==> config.mk <==
export PLATFORM = sky130hd
export DESIGN_NAME = vga_fb_scanout_flat
export DESIGN_NICKNAME = d
export VERILOG_FILES = /design/src/rtl/vga_fb_scanout_if.sv /design/src/rtl/vga_fb_scanout.sv /design/src/flat_wrapper.sv
export SDC_FILE = /design/constraint.sdc
export NUM_CORES = 1
export LEC_CHECK = 0
export ABC_AREA = 1
export BUFFER_PORTS_ARGS = -buffer_cell sky130_fd_sc_hd__buf_2
export CAP_MARGIN = 25
export CORE_AREA = 2 2 126 128
export DETAILED_ROUTE_END_ITERATION = 12
export DIE_AREA = 0 0 128 130
export MAX_ROUTING_LAYER = met4
export PLACE_DENSITY = 0.48
export REMOVE_ABC_BUFFERS = 1
export SLEW_MARGIN = 20
export SYNTH_ARGS = -nofsm -noshare
export SYNTH_HDL_FRONTEND = slang
export SYNTH_SLANG_ARGS = --single-unit
==> constraint.sdc <==
create_clock -name clk_25mHz -period 7 [get_ports clk_25mHz]
set_clock_uncertainty 0.1 [all_clocks]
set_input_delay 0.35 -clock clk_25mHz [delete_from_list [all_inputs] [get_ports clk_25mHz]]
set_output_delay 0.35 -clock clk_25mHz [all_outputs]
set_load 0.02 [all_outputs]
==> src/rtl/vga_fb_scanout_if.sv <==
// Frame-buffer read port between the scan-out engine and the external BRAM.
// The scan-out engine drives a registered address and read enable, and the
// BRAM returns pixel data a fixed number of cycles later.
interface vga_fb_scanout_if #(
  parameter int unsigned ADDR_W = 19,
  parameter int unsigned PIX_W  = 12
);
  logic [ADDR_W-1:0] addr;
  logic              rd_en;
  logic [PIX_W-1:0]  data_in;

  modport master (output addr, output rd_en, input data_in);
  modport slave  (input addr, input rd_en, output data_in);
endinterface

==> src/rtl/vga_fb_scanout.sv <==
// VGA scan-out engine: raster counters, frame-buffer address generation
// (native / 2x / mirrored), BRAM latency compensation and pin drive.
module vga_fb_scanout #(
  parameter int unsigned H_ACTIVE = 640,
  parameter int unsigned H_FP     = 16,
  parameter int unsigned H_SYNC   = 96,
  parameter int unsigned H_BP     = 48,
  parameter int unsigned V_ACTIVE = 480,
  parameter int unsigned V_FP     = 10,
  parameter int unsigned V_SYNC   = 2,
  parameter int unsigned V_BP     = 33,
  parameter int unsigned IMG_W    = 320,
  parameter int unsigned IMG_H    = 240,
  parameter int unsigned ADDR_W   = 19,
  parameter int unsigned PIX_W    = 12,
  parameter int unsigned RD_LAT   = 1,
  parameter logic [PIX_W-1:0] BORDER = 12'h000
) (
  input  logic                    clk_25mHz,
  input  logic                    rst,
  input  logic [1:0]              mode,
  input  logic                    all_ready,
  vga_fb_scanout_if.master        fb,
  output logic                    vga_hs,
  output logic                    vga_vs,
  output logic [3:0]              vga_r,
  output logic [3:0]              vga_g,
  output logic [3:0]              vga_b,
  output logic                    frame_start
);

  localparam int unsigned H_TOTAL = H_ACTIVE + H_FP + H_SYNC + H_BP;
  localparam int unsigned V_TOTAL = V_ACTIVE + V_FP + V_SYNC + V_BP;
  localparam int unsigned HW = $clog2(H_TOTAL);
  localparam int unsigned VW = $clog2(V_TOTAL);

  localparam logic [HW-1:0] H_LAST   = HW'(H_TOTAL - 1);
  localparam logic [HW-1:0] H_ACT    = HW'(H_ACTIVE);
  localparam logic [HW-1:0] HS_BEG   = HW'(H_ACTIVE + H_FP);
  localparam logic [HW-1:0] HS_END   = HW'(H_ACTIVE + H_FP + H_SYNC);
  localparam logic [HW-1:0] IMG_W_H  = HW'(IMG_W);
  localparam logic [HW-1:0] IMG_W_M1 = HW'(IMG_W - 1);
  localparam logic [VW-1:0] V_LAST   = VW'(V_TOTAL - 1);
  localparam logic [VW-1:0] V_ACT    = VW'(V_ACTIVE);
  localparam logic [VW-1:0] VS_BEG   = VW'(V_ACTIVE + V_FP);
  localparam logic [VW-1:0] VS_END   = VW'(V_ACTIVE + V_FP + V_SYNC);
  localparam logic [VW-1:0] IMG_H_V  = VW'(IMG_H);
  localparam logic [ADDR_W-1:0] IMG_W_A = ADDR_W'(IMG_W);

  // Per-pixel control bits that travel alongside the BRAM read.
  typedef struct packed {
    logic hs;
    logic vs;
    logic act;
    logic img;
    logic rdy;
  } ctl_t;

  localparam ctl_t CTL_IDLE = '{hs: 1'b1, vs: 1'b1, default: 1'b0};

  logic [HW-1:0]     h;
  logic [VW-1:0]     v;
  logic [1:0]        mode_q;
  logic [ADDR_W-1:0] line_base;
  logic              fs_now;
  logic [1:0]        mode_cur;
  logic              scale;
  logic              mirror;
  logic              active;
  logic              in_img;
  logic              hs_n;
  logic              vs_n;
  logic [HW-1:0]     sx;
  logic [HW-1:0]     sx_m;
  logic [VW-1:0]     sy;
  ctl_t              ctl_a;
  ctl_t              ctl_d [RD_LAT];
  ctl_t              ctl_o;
  logic [PIX_W-1:0]  pix;

  // Raster counters: h wraps at H_TOTAL, v advances on each h wrap.
  always_ff @(posedge clk_25mHz or posedge rst) begin
    if (rst) begin
      h <= '0;
      v <= '0;
    end else if (h == H_LAST) begin
      h <= '0;
      v <= (v == V_LAST) ? '0 : v + 1'b1;
    end else begin
      h <= h + 1'b1;
    end
  end

  // Counter-stage decode: sync, active window and source coordinates.
  // The first pixel of a frame already uses the incoming mode so that the
  // whole frame is rendered in one mode.
  always_comb begin
    fs_now   = (h == '0) && (v == '0);
    mode_cur = fs_now ? mode : mode_q;
    scale    = mode_cur[0];
    mirror   = mode_cur[1];
    active   = (h < H_ACT) && (v < V_ACT);
    sx       = scale ? (h >> 1) : h;
    sy       = scale ? (v >> 1) : v;
    in_img   = active && (sx < IMG_W_H) && (sy < IMG_H_V);
    sx_m     = mirror ? (IMG_W_M1 - sx) : sx;
    hs_n     = !((h >= HS_BEG) && (h < HS_END));
    vs_n     = !((v >= VS_BEG) && (v < VS_END));
  end

  // Mode is only taken at the start of a frame to avoid tearing.
  always_ff @(posedge clk_25mHz or posedge rst) begin
    if (rst) begin
      mode_q <= '0;
    end else if (fs_now) begin
      mode_q <= mode;
    end
  end

  // Running line base address; replaces a row*IMG_W multiply.
  always_ff @(posedge clk_25mHz or posedge rst) begin
    if (rst) begin
      line_base <= '0;
    end else if (h == H_LAST) begin
      if (v == V_LAST) begin
        line_base <= '0;
      end else if ((sy < IMG_H_V) && (!scale || v[0])) begin
        line_base <= line_base + IMG_W_A;
      end
    end
  end

  // Address stage: registered BRAM request plus the control bits for it.
  always_ff @(posedge clk_25mHz or posedge rst) begin
    if (rst) begin
      fb.addr     <= '0;
      fb.rd_en    <= 1'b0;
      frame_start <= 1'b0;
      ctl_a       <= CTL_IDLE;
    end else begin
      frame_start <= fs_now;
      fb.rd_en    <= in_img && all_ready;
      fb.addr     <= (in_img && all_ready) ? line_base + ADDR_W'(sx_m) : '0;
      ctl_a       <= '{hs: hs_n, vs: vs_n, act: active, img: in_img, rdy: all_ready};
    end
  end

  // Delay line matching the BRAM read latency.
  always_ff @(posedge clk_25mHz or posedge rst) begin
    if (rst) begin
      for (int unsigned i = 0; i < RD_LAT; i++) begin
        ctl_d[i] <= CTL_IDLE;
      end
    end else begin
      ctl_d[0] <= ctl_a;
      for (int unsigned i = 1; i < RD_LAT; i++) begin
        ctl_d[i] <= ctl_d[i-1];
      end
    end
  end

  assign ctl_o = ctl_d[RD_LAT-1];

  // Output register: sync and colour leave together, aligned with BRAM data.
  always_ff @(posedge clk_25mHz or posedge rst) begin
    if (rst) begin
      vga_hs <= 1'b1;
      vga_vs <= 1'b1;
      pix    <= '0;
    end else begin
      vga_hs <= ctl_o.hs;
      vga_vs <= ctl_o.vs;
      if (!ctl_o.act || !ctl_o.rdy) begin
        pix <= '0;
      end else if (ctl_o.img) begin
        pix <= fb.data_in;
      end else begin
        pix <= BORDER;
      end
    end
  end

  assign vga_r = pix[11:8];
  assign vga_g = pix[7:4];
  assign vga_b = pix[3:0];

endmodule
==> src/flat_wrapper.sv <==
// flat-port wrapper written by rule: the top's interface ports become plain ports
module vga_fb_scanout_flat 
#(
  parameter int unsigned H_ACTIVE = 640,
  parameter int unsigned H_FP     = 16,
  parameter int unsigned H_SYNC   = 96,
  parameter int unsigned H_BP     = 48,
  parameter int unsigned V_ACTIVE = 480,
  parameter int unsigned V_FP     = 10,
  parameter int unsigned V_SYNC   = 2,
  parameter int unsigned V_BP     = 33,
  parameter int unsigned IMG_W    = 320,
  parameter int unsigned IMG_H    = 240,
  parameter int unsigned ADDR_W   = 19,
  parameter int unsigned PIX_W    = 12,
  parameter int unsigned RD_LAT   = 1,
  parameter logic [PIX_W-1:0] BORDER = 12'h000
)
  (clk_25mHz, rst, mode, all_ready, vga_hs, vga_vs, vga_r, vga_g, vga_b, frame_start, fb_addr, fb_rd_en, fb_data_in);
  vga_fb_scanout_if #(.ADDR_W(ADDR_W), .PIX_W(PIX_W)) fb_i ();
  input  logic clk_25mHz;
  input  logic rst;
  input  logic [1:0] mode;
  input  logic all_ready;
  output logic vga_hs;
  output logic vga_vs;
  output logic [3:0] vga_r;
  output logic [3:0] vga_g;
  output logic [3:0] vga_b;
  output logic frame_start;
  output wire logic [$bits(fb_i.addr)-1:0] fb_addr;
  output wire logic [$bits(fb_i.rd_en)-1:0] fb_rd_en;
  input wire logic [$bits(fb_i.data_in)-1:0] fb_data_in;
  assign fb_addr = fb_i.addr;
  assign fb_rd_en = fb_i.rd_en;
  assign fb_i.data_in = fb_data_in;
  vga_fb_scanout #(.H_ACTIVE(H_ACTIVE), .H_FP(H_FP), .H_SYNC(H_SYNC), .H_BP(H_BP), .V_ACTIVE(V_ACTIVE), .V_FP(V_FP), .V_SYNC(V_SYNC), .V_BP(V_BP), .IMG_W(IMG_W), .IMG_H(IMG_H), .ADDR_W(ADDR_W), .PIX_W(PIX_W), .RD_LAT(RD_LAT), .BORDER(BORDER)) u_core (.clk_25mHz(clk_25mHz), .rst(rst), .mode(mode), .all_ready(all_ready), .fb(fb_i), .vga_hs(vga_hs), .vga_vs(vga_vs), .vga_r(vga_r), .vga_g(vga_g), .vga_b(vga_b), .frame_start(frame_start));
endmodule
# Yosys cells after proc, flatten, opt, wreduce, memory -nomap -nowiden
# Index checks and enable logic that the tools add are counted.
classes:
  n_addsub: 5
  n_lt_le_gt_ge: 8
  n_eq_ne: 2
  n_mux: 11
  n_reduce_logical: 19
ops:
  columns: ["operator", "n"]
  rows:
  - ["19-bit two-way mux", 3]
  - ["10-bit two-way mux", 5]
  - ["10-bit by 9-bit < comparator with 1-bit output (second input constant)", 3]
  - ["12-bit two-way mux", 2]
  - ["10-bit by 1-bit adder with 10-bit output (second input constant)", 2]
  - ["10-bit equality test (second input constant)", 2]
  - ["10-bit zero test", 2]
  - ["10-bit < comparator (second input constant)", 2]
  - ["19-bit by 10-bit adder with 19-bit output", 1]
  - ["19-bit by 9-bit adder with 19-bit output (second input constant)", 1]
  - ["10-bit greater-or-equal comparator (second input constant)", 1]
  - ["10-bit by 9-bit greater-or-equal comparator with 1-bit output (second input constant)", 1]
  - ["10-bit by 8-bit < comparator with 1-bit output (second input constant)", 1]
  - ["9-bit by 10-bit subtractor with 10-bit output (first input constant)", 1]
  - ["1-bit logical AND", 8]
  - ["1-bit zero test", 5]
  - ["1-bit logical OR", 2]
  - ["2-bit two-way mux", 1]
  - ["2-bit AND reduction", 1]
  - ["2-bit nonzero test", 1]
word_totals:
  ff_bits: 86
  out_inout_bits: 35
  word_cells: 65

# Logic depth before layout (Yosys ltp)
logic_depth:
  word_depth: 9
  mapped_depth: 28
  ltp_nobuf: 27

# Worst setup path before layout
# OpenSTA, ideal clock, no wires.
synth_timing:
  path_type: "register to register"
  from: "reg u_core.v[0]"
  to: "reg u_core.fb.addr[17]"
  setup_time_ns: 0.121
  t_arrival_ns: 3.224
  t_required_ns: 6.779
  slack_ns: 3.555
  stages_incl_launch_ff: 28
  path_buffers: 1
  synth_period_minus_slack_ns: 3.445
  cell_sequence: "dfrtp_1 > inv_1 > ha_1 > inv_1 > nor2_1 > nand2_1 > nor2_2 > nand3_2 > nand2_2 > nand2_2 > buf_6 > o21ai_1 > ha_1 > nand2_1 > o21ai_0 > ha_1 > nand2_1 > nand2_1 > nand2_1 > nand2_1 > nand2_1 > nand2_1 > nand2_1 > nor2_1 > nand2_1 > nor2_1 > xnor2_1 > nor2_1"
synth_via:
  elab_chain_cells: 9
  elab_cells_between_ends: 16
synth_rtl:
  columns: ["item", "line", "source"]
  rows:
  - ["from (decl)", "vga_fb_scanout.sv:62", "logic [VW-1:0] v;"]
  - ["from (signal assigned)", "vga_fb_scanout.sv:88", "v <= (v == V_LAST) ? '0 : v + 1'b1;"]
  - ["parallel branches: the longest is 8 deep, another holds 19-bit by 10-bit adder with 19-bit output", null, null]
  - ["19-bit two-way mux (*)", "vga_fb_scanout.sv:143", "fb.addr <= (in_img && all_ready) ? line_base + ADDR_W'(sx_m) : '0;"]
  - ["to (signal assigned)", "vga_fb_scanout.sv:143", null]
  - ["to (decl)", "vga_fb_scanout_if.sv:12", "modport master (output addr, output rd_en, input data_in);"]
# Mark *: on every way between the ends.
# A chain may end at the register's enable or synchronous reset.

# Final worst setup path
# Ends and elaborated chain as after synthesis.

==> flow_summary.ini <==
[synth]
synth-compound-area-share_pct = 6.19
synth_adder_area_share_pct = 3.21
synthSimpleGateAreaFrac_pct = 23.3
yosysWarnings = 0
avgSynthCellArea_um2 = 8.80
synth.area.mux_share_pct = 0.577
seq_area_frac_synth_pct = 51.5
yosysUniqueCellTypes = 32
syn_inst = 443
synth_top_family_by_area = simple AND/OR/NAND/NOR gates
synthXorXnorAreaFrac_pct = 6.96
synth_area_mm2 = 0.00390
ys_ff_latch = 80

[clock_tree]
postCtsSetupRepairBufs = 0
clkLatencyLatePin_ps = 340
cts_tree = done
ctsResizeCount = 0
cts.sink_count = 80
clkTransAtPathRegs_ps = 60
postCtsHoldBufs = 0
cts_buffer_depth = 2
cts_root_buf = clkbuf_16
htree_levels = 3
cts_buffers = 9

[place]
placed_cells = 681
dp.final_hpwl_mm = 5.93
port_buffers = 51
place.gp.congestion = 0.876

[layout]
final_cell_mix = nand2_1 (82), dfrtp_1 (74), inv_1 (71)
layoutNonFillerInstCount = 698
antenna_cells = 0
drive_above_1_share_pct = 19.2
area_delta_synth_final_pct = 19.0
final_util_pct = 30.1
layout_commonest_cell = nand2_1
nets = 528

[setup_path]
crit_top_cell = nand2_1
endpoint_kind = flip-flop
cp.required_ps = 7080
crit_buf_inv = 2
crit_family = simple AND/OR/NAND/NOR gates
worst-path-max-fanout = 22
criticalPathCategory = reg -> reg
worst_path_max_delay_cell = dfrtp_1
worst_setup_path_start_kind = flip-flop
crit_arrival_ps = 4160
max_stage_delay_ps = 400

[die]
fp.dieW_um = 128
fp-row-count = 46
core_area_mm2 = 0.0154
die-area_mm2 = 0.0166
start_util_pct = 25.3
io_pins = 52
die_height_um = 130

[sta]
fin_crit_ps = 4080
setup_tns_ps = 0
hold_viol_final = 0
tightest_slew_ps = 815
whs_ps = 50.0
grt_setup_unrepaired = false
period_share_pct = 58.3
finalSetupViolCount = 0
maxSlewViolCount = 0
max_freq_mhz = 245
max-slew-margin-rel_pct = 45.3

[global_route]
grtUsageTotal_pct = 11.0
grt_overflow = 0
grt_pass1_vias = 3056
antenna_found_initial = 0
grt_first_pass_wirelength_mm = 14.0
grt_max_degree = 81

[route]
totalWireLength_mm = 8.14
wl_met1_mm = 3.81
via_count = 3026
wl_met3_um = 355
drtIter0Drc = 203
highest_layer = met4
vias_per_cell = 4.34
avgRoutedWirePerCell_um = 11.7
drtAntennaViolNets = 0
drt_pass1_iterations = 4
route.met2.wl_mm = 3.75
post-route-drc-count = 0

[job]
drv_cap = 0

[outcome]
outcome = finished clean

[power_and_ir_drop]
powerDensity_mw_per_mm2 = 207
ir_worst_vdd_mv = 0.0888
p_leak_nw = 2.35

[min_path]
min-delay-path-class = in -> reg
[state kept, by name, indices dropped and copies added, names as in the netlist]
signal and flops:
u_core.fb.rd_en 1, u_core.ctl_d 5, u_core.pix 12, u_core.line_base 13
u_core.vga_hs 1, u_core.frame_start 1, u_core.vga_vs 1, u_core.h 10
u_core.ctl_a 5, u_core.v 10, u_core.fb.addr 19, u_core.mode_q 2
[metrics by stage]
stage | setup slack, ps | area [um^2] | power (W)
floorplan | 3440 | 3850 | 0.000517
global placement | 3080 | 4360 | 0.000537
detailed placement | 2920 | 4360 | 0.000538
CTS | 2890 | 4630 | 0.000980
global route | 2330 | 4640 | 0.00101
finish | 2920 | 4640 | 0.000961
[synth_stat cells]
library cell   n  area share (%)
buf_6          3            0.87
inv_1         72             6.9
dfstp_2        6             4.0
nor3_1        12             1.5
nand4_1        9             1.4
xor2_1        20             4.5
nor2_2         2            0.32
o21ai_1        2            0.26
clkbuf_1       1           0.096
nand3_4        1            0.45
o2111a_1       1            0.29
dfrtp_1       74              47
nand2_1       82             7.9
o22ai_1        6            0.96
nand2_2        5            0.80
ha_1          10             3.2
nand3_1       17             2.2
nor4_1         7             1.1
a21oi_1       11             1.4
nor2_1        62             6.0
inv_2          1           0.096
nor4_2         1            0.32
o21ai_2        7             1.6
o21ai_0       10             1.3
or2_2          1            0.16
a2111oi_0      1            0.22
nand3_2        2            0.51
o31ai_1        1            0.19
buf_2          2            0.26
mux2i_4        1            0.58
xnor2_1       11             2.5
nor2_4         2            0.58
[per-layer routing]
metal / track usage [%] / vias to the layer above
li1: - / 1512
met1: 12.7 / 1431
met5: - / -
met4: 5.75 / 0
met3: 2.58 / 22
met2: 18.0 / 61
[area by class of cell]
type	instances	area [um^2]
clock buffer	12	246
clock inverter	4	30.0
fill	1637	10800
inverter	73	275
multi-input combinational	284	1570
sequential	80	2010
tap	192	240
timing repair buffer	53	272
[worst reg2reg max path: stages (launching register included)]
cell and delay [ps]:
dfrtp_1 400, inv_1 140, ha_1 190, inv_1 70, nor2_1 90, nand2_1 70
nor2_2 110, nand3_2 130, nand2_2 100, nand2_2 280, o21ai_1 340, ha_1 270
nand2_1 60, o21ai_0 80, ha_1 320, nand2_1 60, nand2_1 90, nand2_1 50
nand2_1 90, nand2_1 60, nand2_1 140, nand2_1 120, nor2_1 170, nand2_1 100
nor2_1 120, xnor2_1 130, nor2_1 60
[power breakdown]
part | switching (W) | internal [W]
sequential | 0.00000181 | 0.000471
clock | 0.000183 | 0.000251
combinational | 0.0000375 | 0.0000172
total | 0.000222 | 0.000739
[path summary, 6_finish.rpt]
kind                                                 from                           end  slack [ps]  depth (start not counted)
min in group asynchronous                             rst     u_core.fb.rd_en$_DFF_PP0_          80                          3
worst min register to register  u_core.ctl_a[0]$_DFF_PP0_     u_core.ctl_d[0]$_DFF_PP0_         250                          0
worst max register to register    u_core.v[0]$_DFFE_PP0N_  u_core.fb.addr[17]$_DFF_PP0_        2920                         26
worst min-delay path                            all_ready     u_core.ctl_a[0]$_DFF_PP0_          50                          1
max in group asynchronous                             rst  u_core.fb.addr[17]$_DFF_PP0_        6210                          3
worst max-delay path              u_core.v[0]$_DFFE_PP0N_  u_core.fb.addr[17]$_DFF_PP0_        2920                         26
[cell families after synthesis]
logic type / count (synthesis)
DFF: 80
AOI/OAI and AO/OA: 39
buffers and inverters: 79
muxes: 1
and+or+nand+nor: 203
adders and majority gates: 10
xor gates and xnor gates: 31
Power figures use the tool's default switching activity.
